==> src/rtl/mac_d4_stream_if.sv <==
// Pixel-pair stream bundle (data, valid/ready, line-end flag and pointers) used on both sides of mac_d4_stream.
interface mac_d4_stream_if #(
    parameter int PIX_W = 8,
    parameter int PTR_W = 8
) ();
    logic [2*PIX_W-1:0] pixel;
    logic               valid;
    logic               ready;
    logic               last;
    logic [PTR_W-1:0]   pixel_pointer;
    logic [PTR_W-1:0]   row_column_pointer;

    modport master (output pixel, valid, last, pixel_pointer, row_column_pointer, input ready);
    modport slave  (input pixel, valid, last, pixel_pointer, row_column_pointer, output ready);
endinterface

==> src/rtl/mac_d4_stream.sv <==
// D4 wavelet analysis MAC for one 1-D DWT pass: (even, odd) pairs in, (approx, detail) pairs out.
// Build option: define DETAIL_OFFSET_EN to add a mid-grey bias to the detail band before clamping.
module mac_d4_stream #(
    parameter int                       WIDTH     = 256,
    parameter int                       PIX_W     = 8,
    parameter int                       COEF_W    = 16,
    parameter int                       COEF_FRAC = 14,
    parameter logic signed [COEF_W-1:0] H0        = COEF_W'(7913),
    parameter logic signed [COEF_W-1:0] H1        = COEF_W'(13706),
    parameter logic signed [COEF_W-1:0] H2        = COEF_W'(3672),
    parameter logic signed [COEF_W-1:0] H3        = COEF_W'(-2120),
    parameter int                       OUT_SHIFT = 1,
    localparam int                      PTR_W     = $clog2(WIDTH)
) (
    input  logic            clk,
    input  logic            rst_n,
    mac_d4_stream_if.slave  i,
    mac_d4_stream_if.master o
);

    localparam int ACC_W  = PIX_W + COEF_W + 3;
    localparam int PROD_W = PIX_W + COEF_W + 1;
    localparam int SHIFT  = COEF_FRAC + OUT_SHIFT;
    localparam logic signed [ACC_W-1:0] PIX_MAX = ACC_W'((2 ** PIX_W) - 1);
`ifdef DETAIL_OFFSET_EN
    localparam logic signed [ACC_W-1:0] DETAIL_BIAS = ACC_W'(2 ** (PIX_W - 1));
`endif

    // Tap k multiplies window sample x(2n+k); the detail taps are the time-reversed,
    // sign-alternated approximation taps.
    function automatic logic signed [COEF_W-1:0] lo_tap(input int k);
        case (k)
            0:       lo_tap = H0;
            1:       lo_tap = H1;
            2:       lo_tap = H2;
            default: lo_tap = H3;
        endcase
    endfunction

    function automatic logic signed [COEF_W-1:0] hi_tap(input int k);
        case (k)
            0:       hi_tap = H3;
            1:       hi_tap = -H2;
            2:       hi_tap = H1;
            default: hi_tap = -H0;
        endcase
    endfunction

    function automatic logic [PIX_W-1:0] clamp_pix(input logic signed [ACC_W-1:0] v);
        if (v[ACC_W-1])
            clamp_pix = '0;
        else if (v > PIX_MAX)
            clamp_pix = '1;
        else
            clamp_pix = v[PIX_W-1:0];
    endfunction

    typedef enum logic [1:0] {EMPTY, HOLD, FLUSH} state_t;

    state_t                 state_reg, state_next;
    logic [2*PIX_W-1:0]     held_reg, first_reg;
    logic [PTR_W-1:0]       held_ptr_reg, held_row_reg;
    logic                   en, in_ready, accept, hold_load;
    logic                   issue, issue_last;
    logic [2*PIX_W-1:0]     issue_a, issue_b;
    logic [PTR_W-1:0]       issue_ptr, issue_row;

    logic                   win_valid_reg, win_last_reg;
    logic [2*PIX_W-1:0]     win_a_reg, win_b_reg;
    logic [PTR_W-1:0]       win_ptr_reg, win_row_reg;
    logic [3:0][PIX_W-1:0]  win_x;

    logic [3:0][PROD_W-1:0] lo_prod, hi_prod, lo_prod_reg, hi_prod_reg;
    logic                   s1_valid_reg, s1_last_reg;
    logic [PTR_W-1:0]       s1_ptr_reg, s1_row_reg;

    logic signed [ACC_W-1:0] lo_sum, hi_sum, lo_shift, hi_shift;

    logic                   o_valid_reg, o_last_reg;
    logic [2*PIX_W-1:0]     o_pixel_reg;
    logic [PTR_W-1:0]       o_ptr_reg, o_row_reg;

    // One global enable: the whole pipeline advances only when the output slot can move.
    assign en       = !o_valid_reg || o.ready;
    assign in_ready = (state_reg != FLUSH) && en;
    assign accept   = i.valid && in_ready;
    assign i.ready  = in_ready;

    always_ff @(posedge clk or negedge rst_n) begin
        if (!rst_n)
            state_reg <= EMPTY;
        else
            state_reg <= state_next;
    end

    always_comb begin
        state_next = state_reg;
        hold_load  = 1'b0;
        issue      = 1'b0;
        issue_a    = held_reg;
        issue_b    = i.pixel;
        issue_ptr  = held_ptr_reg;
        issue_row  = held_row_reg;
        issue_last = 1'b0;
        unique case (state_reg)
            EMPTY: begin
                if (accept) begin
                    hold_load = 1'b1;
                    if (i.last) begin
                        issue      = 1'b1;
                        issue_a    = i.pixel;
                        issue_b    = i.pixel;
                        issue_ptr  = i.pixel_pointer;
                        issue_row  = i.row_column_pointer;
                        issue_last = 1'b1;
                    end else begin
                        state_next = HOLD;
                    end
                end
            end
            HOLD: begin
                if (accept) begin
                    hold_load = 1'b1;
                    issue     = 1'b1;
                    if (i.last)
                        state_next = FLUSH;
                end
            end
            FLUSH: begin
                // Last pair of the line wraps around onto the stored first pair.
                if (en) begin
                    issue      = 1'b1;
                    issue_b    = first_reg;
                    issue_last = 1'b1;
                    state_next = EMPTY;
                end
            end
            default: state_next = EMPTY;
        endcase
    end

    always_ff @(posedge clk or negedge rst_n) begin
        if (!rst_n) begin
            held_reg     <= '0;
            held_ptr_reg <= '0;
            held_row_reg <= '0;
            first_reg    <= '0;
        end else begin
            if (hold_load) begin
                held_reg     <= i.pixel;
                held_ptr_reg <= i.pixel_pointer;
                held_row_reg <= i.row_column_pointer;
            end
            if (accept && (i.pixel_pointer == '0))
                first_reg <= i.pixel;
        end
    end

    assign win_x = {win_b_reg[PIX_W-1:0], win_b_reg[2*PIX_W-1:PIX_W],
                    win_a_reg[PIX_W-1:0], win_a_reg[2*PIX_W-1:PIX_W]};

    generate
        for (genvar gi = 0; gi < 4; gi++) begin : g_tap
            localparam logic signed [COEF_W-1:0] LO_C = lo_tap(gi);
            localparam logic signed [COEF_W-1:0] HI_C = hi_tap(gi);
            logic signed [PROD_W-1:0] x_ext;
            assign x_ext       = $signed({{(PROD_W-PIX_W){1'b0}}, win_x[gi]});
            assign lo_prod[gi] = x_ext * $signed({{(PROD_W-COEF_W){LO_C[COEF_W-1]}}, LO_C});
            assign hi_prod[gi] = x_ext * $signed({{(PROD_W-COEF_W){HI_C[COEF_W-1]}}, HI_C});
        end
    endgenerate

    always_comb begin
        lo_sum = '0;
        hi_sum = '0;
        for (int k = 0; k < 4; k++) begin
            lo_sum = lo_sum + ACC_W'($signed(lo_prod_reg[k]));
            hi_sum = hi_sum + ACC_W'($signed(hi_prod_reg[k]));
        end
        lo_shift = lo_sum >>> SHIFT;
        hi_shift = hi_sum >>> SHIFT;
`ifdef DETAIL_OFFSET_EN
        hi_shift = hi_shift + DETAIL_BIAS;
`endif
    end

    always_ff @(posedge clk or negedge rst_n) begin
        if (!rst_n) begin
            win_valid_reg <= 1'b0;
            win_last_reg  <= 1'b0;
            win_a_reg     <= '0;
            win_b_reg     <= '0;
            win_ptr_reg   <= '0;
            win_row_reg   <= '0;
            s1_valid_reg  <= 1'b0;
            s1_last_reg   <= 1'b0;
            s1_ptr_reg    <= '0;
            s1_row_reg    <= '0;
            lo_prod_reg   <= '0;
            hi_prod_reg   <= '0;
            o_valid_reg   <= 1'b0;
            o_last_reg    <= 1'b0;
            o_pixel_reg   <= '0;
            o_ptr_reg     <= '0;
            o_row_reg     <= '0;
        end else if (en) begin
            win_valid_reg <= issue;
            if (issue) begin
                win_a_reg    <= issue_a;
                win_b_reg    <= issue_b;
                win_ptr_reg  <= issue_ptr;
                win_row_reg  <= issue_row;
                win_last_reg <= issue_last;
            end
            s1_valid_reg <= win_valid_reg;
            if (win_valid_reg) begin
                lo_prod_reg <= lo_prod;
                hi_prod_reg <= hi_prod;
                s1_ptr_reg  <= win_ptr_reg;
                s1_row_reg  <= win_row_reg;
                s1_last_reg <= win_last_reg;
            end
            o_valid_reg <= s1_valid_reg;
            if (s1_valid_reg) begin
                o_pixel_reg <= {clamp_pix(lo_shift), clamp_pix(hi_shift)};
                o_ptr_reg   <= s1_ptr_reg;
                o_row_reg   <= s1_row_reg;
                o_last_reg  <= s1_last_reg;
            end
        end
    end

    assign o.valid              = o_valid_reg;
    assign o.pixel              = o_pixel_reg;
    assign o.pixel_pointer      = o_ptr_reg;
    assign o.row_column_pointer = o_row_reg;
    assign o.last               = o_last_reg;

endmodule

==> src/flat_wrapper.sv <==
// flat-port wrapper written by rule: the top's interface ports become plain ports
module mac_d4_stream_flat 
#(
    parameter int                       WIDTH     = 256,
    parameter int                       PIX_W     = 8,
    parameter int                       COEF_W    = 16,
    parameter int                       COEF_FRAC = 14,
    parameter logic signed [COEF_W-1:0] H0        = COEF_W'(7913),
    parameter logic signed [COEF_W-1:0] H1        = COEF_W'(13706),
    parameter logic signed [COEF_W-1:0] H2        = COEF_W'(3672),
    parameter logic signed [COEF_W-1:0] H3        = COEF_W'(-2120),
    parameter int                       OUT_SHIFT = 1,
    localparam int                      PTR_W     = $clog2(WIDTH)
)
  (clk, rst_n, i_pixel, i_valid, i_last, i_pixel_pointer, i_row_column_pointer, i_ready, o_pixel, o_valid, o_last, o_pixel_pointer, o_row_column_pointer, o_ready);
  mac_d4_stream_if #(.PIX_W(PIX_W), .PTR_W((8))) i_i ();
  mac_d4_stream_if #(.PIX_W(PIX_W), .PTR_W((8))) o_i ();
  input  logic clk;
  input  logic rst_n;
  input wire logic [$bits(i_i.pixel)-1:0] i_pixel;
  input wire logic [$bits(i_i.valid)-1:0] i_valid;
  input wire logic [$bits(i_i.last)-1:0] i_last;
  input wire logic [$bits(i_i.pixel_pointer)-1:0] i_pixel_pointer;
  input wire logic [$bits(i_i.row_column_pointer)-1:0] i_row_column_pointer;
  output wire logic [$bits(i_i.ready)-1:0] i_ready;
  output wire logic [$bits(o_i.pixel)-1:0] o_pixel;
  output wire logic [$bits(o_i.valid)-1:0] o_valid;
  output wire logic [$bits(o_i.last)-1:0] o_last;
  output wire logic [$bits(o_i.pixel_pointer)-1:0] o_pixel_pointer;
  output wire logic [$bits(o_i.row_column_pointer)-1:0] o_row_column_pointer;
  input wire logic [$bits(o_i.ready)-1:0] o_ready;
  assign i_i.pixel = i_pixel;
  assign i_i.valid = i_valid;
  assign i_i.last = i_last;
  assign i_i.pixel_pointer = i_pixel_pointer;
  assign i_i.row_column_pointer = i_row_column_pointer;
  assign i_ready = i_i.ready;
  assign o_pixel = o_i.pixel;
  assign o_valid = o_i.valid;
  assign o_last = o_i.last;
  assign o_pixel_pointer = o_i.pixel_pointer;
  assign o_row_column_pointer = o_i.row_column_pointer;
  assign o_i.ready = o_ready;
  mac_d4_stream #(.WIDTH(WIDTH), .PIX_W(PIX_W), .COEF_W(COEF_W), .COEF_FRAC(COEF_FRAC), .H0(H0), .H1(H1), .H2(H2), .H3(H3), .OUT_SHIFT(OUT_SHIFT)) u_core (.clk(clk), .rst_n(rst_n), .i(i_i), .o(o_i));
endmodule
==> config.mk <==
export PLATFORM = sky130hd
export DESIGN_NAME = mac_d4_stream_flat
export DESIGN_NICKNAME = d
export VERILOG_FILES = /design/src/rtl/mac_d4_stream_if.sv /design/src/rtl/mac_d4_stream.sv /design/src/flat_wrapper.sv
export SDC_FILE = /design/constraint.sdc
export NUM_CORES = 1
export LEC_CHECK = 0
export ABC_AREA = 1
export BUFFER_PORTS_ARGS = -buffer_cell sky130_fd_sc_hd__buf_2
export CAP_MARGIN = 0
export CORE_UTILIZATION = 50
export DETAILED_ROUTE_END_ITERATION = 10
export PLACE_DENSITY = 0.66
export SLEW_MARGIN = 20
export SYNTH_ARGS = -nofsm -noshare
export SYNTH_HDL_FRONTEND = slang
export SYNTH_SLANG_ARGS = --single-unit
==> constraint.sdc <==
create_clock -name clk -period 5.35 [get_ports clk]
set_input_delay 0.535 -clock clk [delete_from_list [all_inputs] [get_ports clk]]
set_output_delay 0.535 -clock clk [all_outputs]
set_load 0.005 [all_outputs]
==> run_results.csv <==
group,metric,value,unit
timing,finalSetupTns,0,ns
timing,worst_slew_pin_slew,1.05,ns
timing,fin_skew,0.0275,ns
layout,multi_input_area,20800,um^2
placed_design,dp_hpwl,67.9,mm
global_routing,grt_pass1_wl,134,mm
setup_path,arrival,5.09,ns
setup_path,crit_chain,"fa_1 -> inv_1 -> fa_1 -> inv_1 -> fa_1 -> inv_1 -> fa_1 -> inv_1 -> ha_1 -> a21oi_1 -> o21ai_0 -> a21oi_1 -> o21bai_1 -> or2_2 -> nand3_1 -> nand2_1",
route,vias,25300,
timing,fmax,215,MHz
timing,finalCritPeriodShare,86.9,%
route,first_iter_violations,1613,
layout,antennaDiodeCount,0,
synth,syn_area,31200,um^2
route,via_per_inst,5.29,
floorplan,die_y,252,um
placed_design,dp_cells,4719,
setup_path,slowest_stage,"fa_1",
timing,setup_violations,0,
setup_path,cp-end-kind,"flop",
clock_tree,clk_latency,0.58,ns
placed_design,place_congestion,0.932,
layout,regArea,7560,um^2
timing,worst_slack,0.704,ns
placed_design,portBuffers,71,
synth,synth_edf_count,0,
route,drt_wl_total,82.6,mm
synth,synth_commonest_cells,"895 x nand2_1, 672 x inv_1, 428 x ha_1, 302 x dfrtp_1, 272 x o21ai_0",
synth,synthMostInstantiatedCell,"nand2_1",
floorplan,core_region_area,61700,um^2
timing,relSlewSlack,29.7,%
floorplan,die_w,252,um
synth,ys_seq_elements,302,
floorplan,std_cell_rows,91,
synth,synthCells,3864,
global_routing,grt_max_degree,152,
floorplan,die_area,63400,um^2
synth,synth_area_leader_cell,"dfrtp_1",
global_routing,grt_use_total,26.9,%
clock_tree,clk_path_buf_depth,3,
setup_path,worst-setup-path-type,"flop to flop",
min_path,worstHoldPathCells,3,
min_path,hp-class,"primary input to flop",
route,drc,0,
layout,drive_gt1_share,5.64,%
setup_path,r2r-start,"u_core.win_b_reg[0]$_DFFE_PN0P_",
layout,fillCellCount,5921,
setup_path,path_buf_inv,4,
clock_tree,cts_setup_buffers,0,
run_status,status,"complete, no violations",
route,postRouteAntennaNets,0,
route,first_pass_iters,6,
synth,synthArstFlopShare,100,%
clock_tree,cts_tree,"built",
floorplan,initial_utilization,50.5,%
layout,fin_nets,4631,
timing,slew_viol_final,0,
global_routing,grt_pass1_vias,25200,
clock_tree,numCtsBuffers,38,
clock_tree,clock_sink_count,302,
synth,synth_flop_cell,"dfrtp_1",
synth,yosys.area.top_type_share,24.2,%
global_routing,grt_overflow,0,
clock_tree,cts-root-buf,"clkbuf_16",
synth,yosysWarnings,0,
setup_path,start_kind,"flop",
min_path,hold-path-endpoint,"u_core.held_row_reg[6]$_DFFE_PN0P_",
timing,rsz0062_at_grt,"no",
setup_path,cp_max_fo,6,
timing,finalCriticalPeriod,4.65,ns
setup_path,crit_required,5.80,ns
clock_tree,cts.clk_slew.worst_paths,0.06,ns
setup_path,r2r_slack,0.70,ns
setup_path,reg2reg_depth,16,
setup_path,critPathLaunch,"u_core.win_b_reg[0]$_DFFE_PN0P_",
flow_run,drv_cap,0,
synth,synth_cell_types,45,
synth,synth.yosys.seq_area_share,24.2,%
global_routing,antenna_found_initial,1,
layout,instances_no_fill,4788,
min_path,min_from,"i_row_column_pointer[6]",
placed_design,pre_cts_ws,0.699,ns
synth,netlist_top_cells_area,"dfrtp_1 24%, ha_1 17%, fa_1 16%, nand2_1 11%, inv_1 8.1%",
setup_path,cp_slowest_stage_delay,0.63,ns
floorplan,ios,72,
clock_tree,htree_num_levels,2,
synth,avgSynthCellArea,8.07,um^2
setup_path,crit_family,"adder cells",
route,wl_per_cell,17.3,um
timing,hold_viol,0,
layout,fin_util,54.7,%
layout,area_delta_synth_final,8.24,%
synth,syn_nets,4572,
setup_path,rr_endpoint,"u_core.lo_prod_reg[92]$_DFFE_PN0P_",
layout,largest_reg_flops,78,
cells by family (layout without fill, tap and decap cells):
kind of cell	count (synthesis)	count (layout)	share of synthesized area, %
flops	302	302	24.2
buf+inv	744	831	9.12
fa+ha+maj	671	671	32.8
simple gates	1392	1392	18.5
mux	17	17	0.614
compound gates	620	620	11.5
xor+xnor	118	118	3.32
worst max path at each step:
| stage | endpoint | slack, ns | cells after the start |
|---|---|---|---|
| 3_3_place_gp | u_core.hi_prod_reg[97]$_DFFE_PN0P_ | 0.77 | 16 |
| 5_1_grt | u_core.lo_prod_reg[92]$_DFFE_PN0P_ | 0.39 | 16 |
| 4_1_cts | u_core.hi_prod_reg[97]$_DFFE_PN0P_ | 0.69 | 16 |
| 3_5_place_dp | u_core.lo_prod_reg[92]$_DFFE_PN0P_ | 0.70 | 16 |
| 2_1_floorplan | u_core.lo_prod_reg[92]$_DFFE_PN0P_ | 1.03 | 16 |
| 6_report | u_core.lo_prod_reg[92]$_DFFE_PN0P_ | 0.70 | 16 |
repair_timing:
action / CTS / global route
endpoints found under the hold margin: 13 / 0
resized for setup: 0 / 0
setup endpoints to repair: 0 / 0
hold buffers: 1 / 0
metrics by stage:
stage / hold slack, ns / instance area, um^2
floorplan: 0.239 / 31200
global placement: 0.356 / 32400
detailed placement: 0.360 / 32400
CTS: 0.201 / 33700
global route: 0.236 / 33700
finish: 0.226 / 33700
worst register-to-register path: stages, from the launching register on:
cell and delay [ns]:
dfrtp_1 0.46, fa_1 0.63, inv_1 0.19, fa_1 0.58
inv_1 0.08, fa_1 0.53, inv_1 0.05, fa_1 0.50
inv_1 0.04, ha_1 0.34, a21oi_1 0.19, o21ai_0 0.20
a21oi_1 0.25, o21bai_1 0.10, or2_2 0.27, nand3_1 0.07
nand2_1 0.06
cells in the final DEF (no fill, tap or decap), types with 36 or more instances in the layout:
| cell | count |
|---|---|
| a21oi_1 | 195 |
| buf_2 | 70 |
| clkbuf_16 | 38 |
| dfrtp_1 | 302 |
| fa_1 | 243 |
| ha_1 | 428 |
| inv_1 | 671 |
| nand2_1 | 893 |
| nand3_1 | 170 |
| nand4_1 | 36 |
| nor2_1 | 203 |
| o21ai_0 | 272 |
| xnor2_1 | 63 |
| xor2_1 | 55 |
layout make-up:
class,instances,area share [%]
flip-flops and latches,302,22.4
multi-input cells,2818,61.6
inverters,676,7.53
clock inverters,19,0.749
well taps,837,3.10
clock buffers,49,3.06
repair buffers,87,1.52
layer usage:
layer	wire [um]	track usage, %	up-vias
li1	-	-	12600
met1	37900	35.9	12100
met2	39600	46.6	518
met3	3120	2.96	118
met4	2050	6.67	0
met5	0	0	-
Power is left out: the tool's default activity adds up to more than one toggle a clock period on the data nets, which glitch-free logic cannot reach.
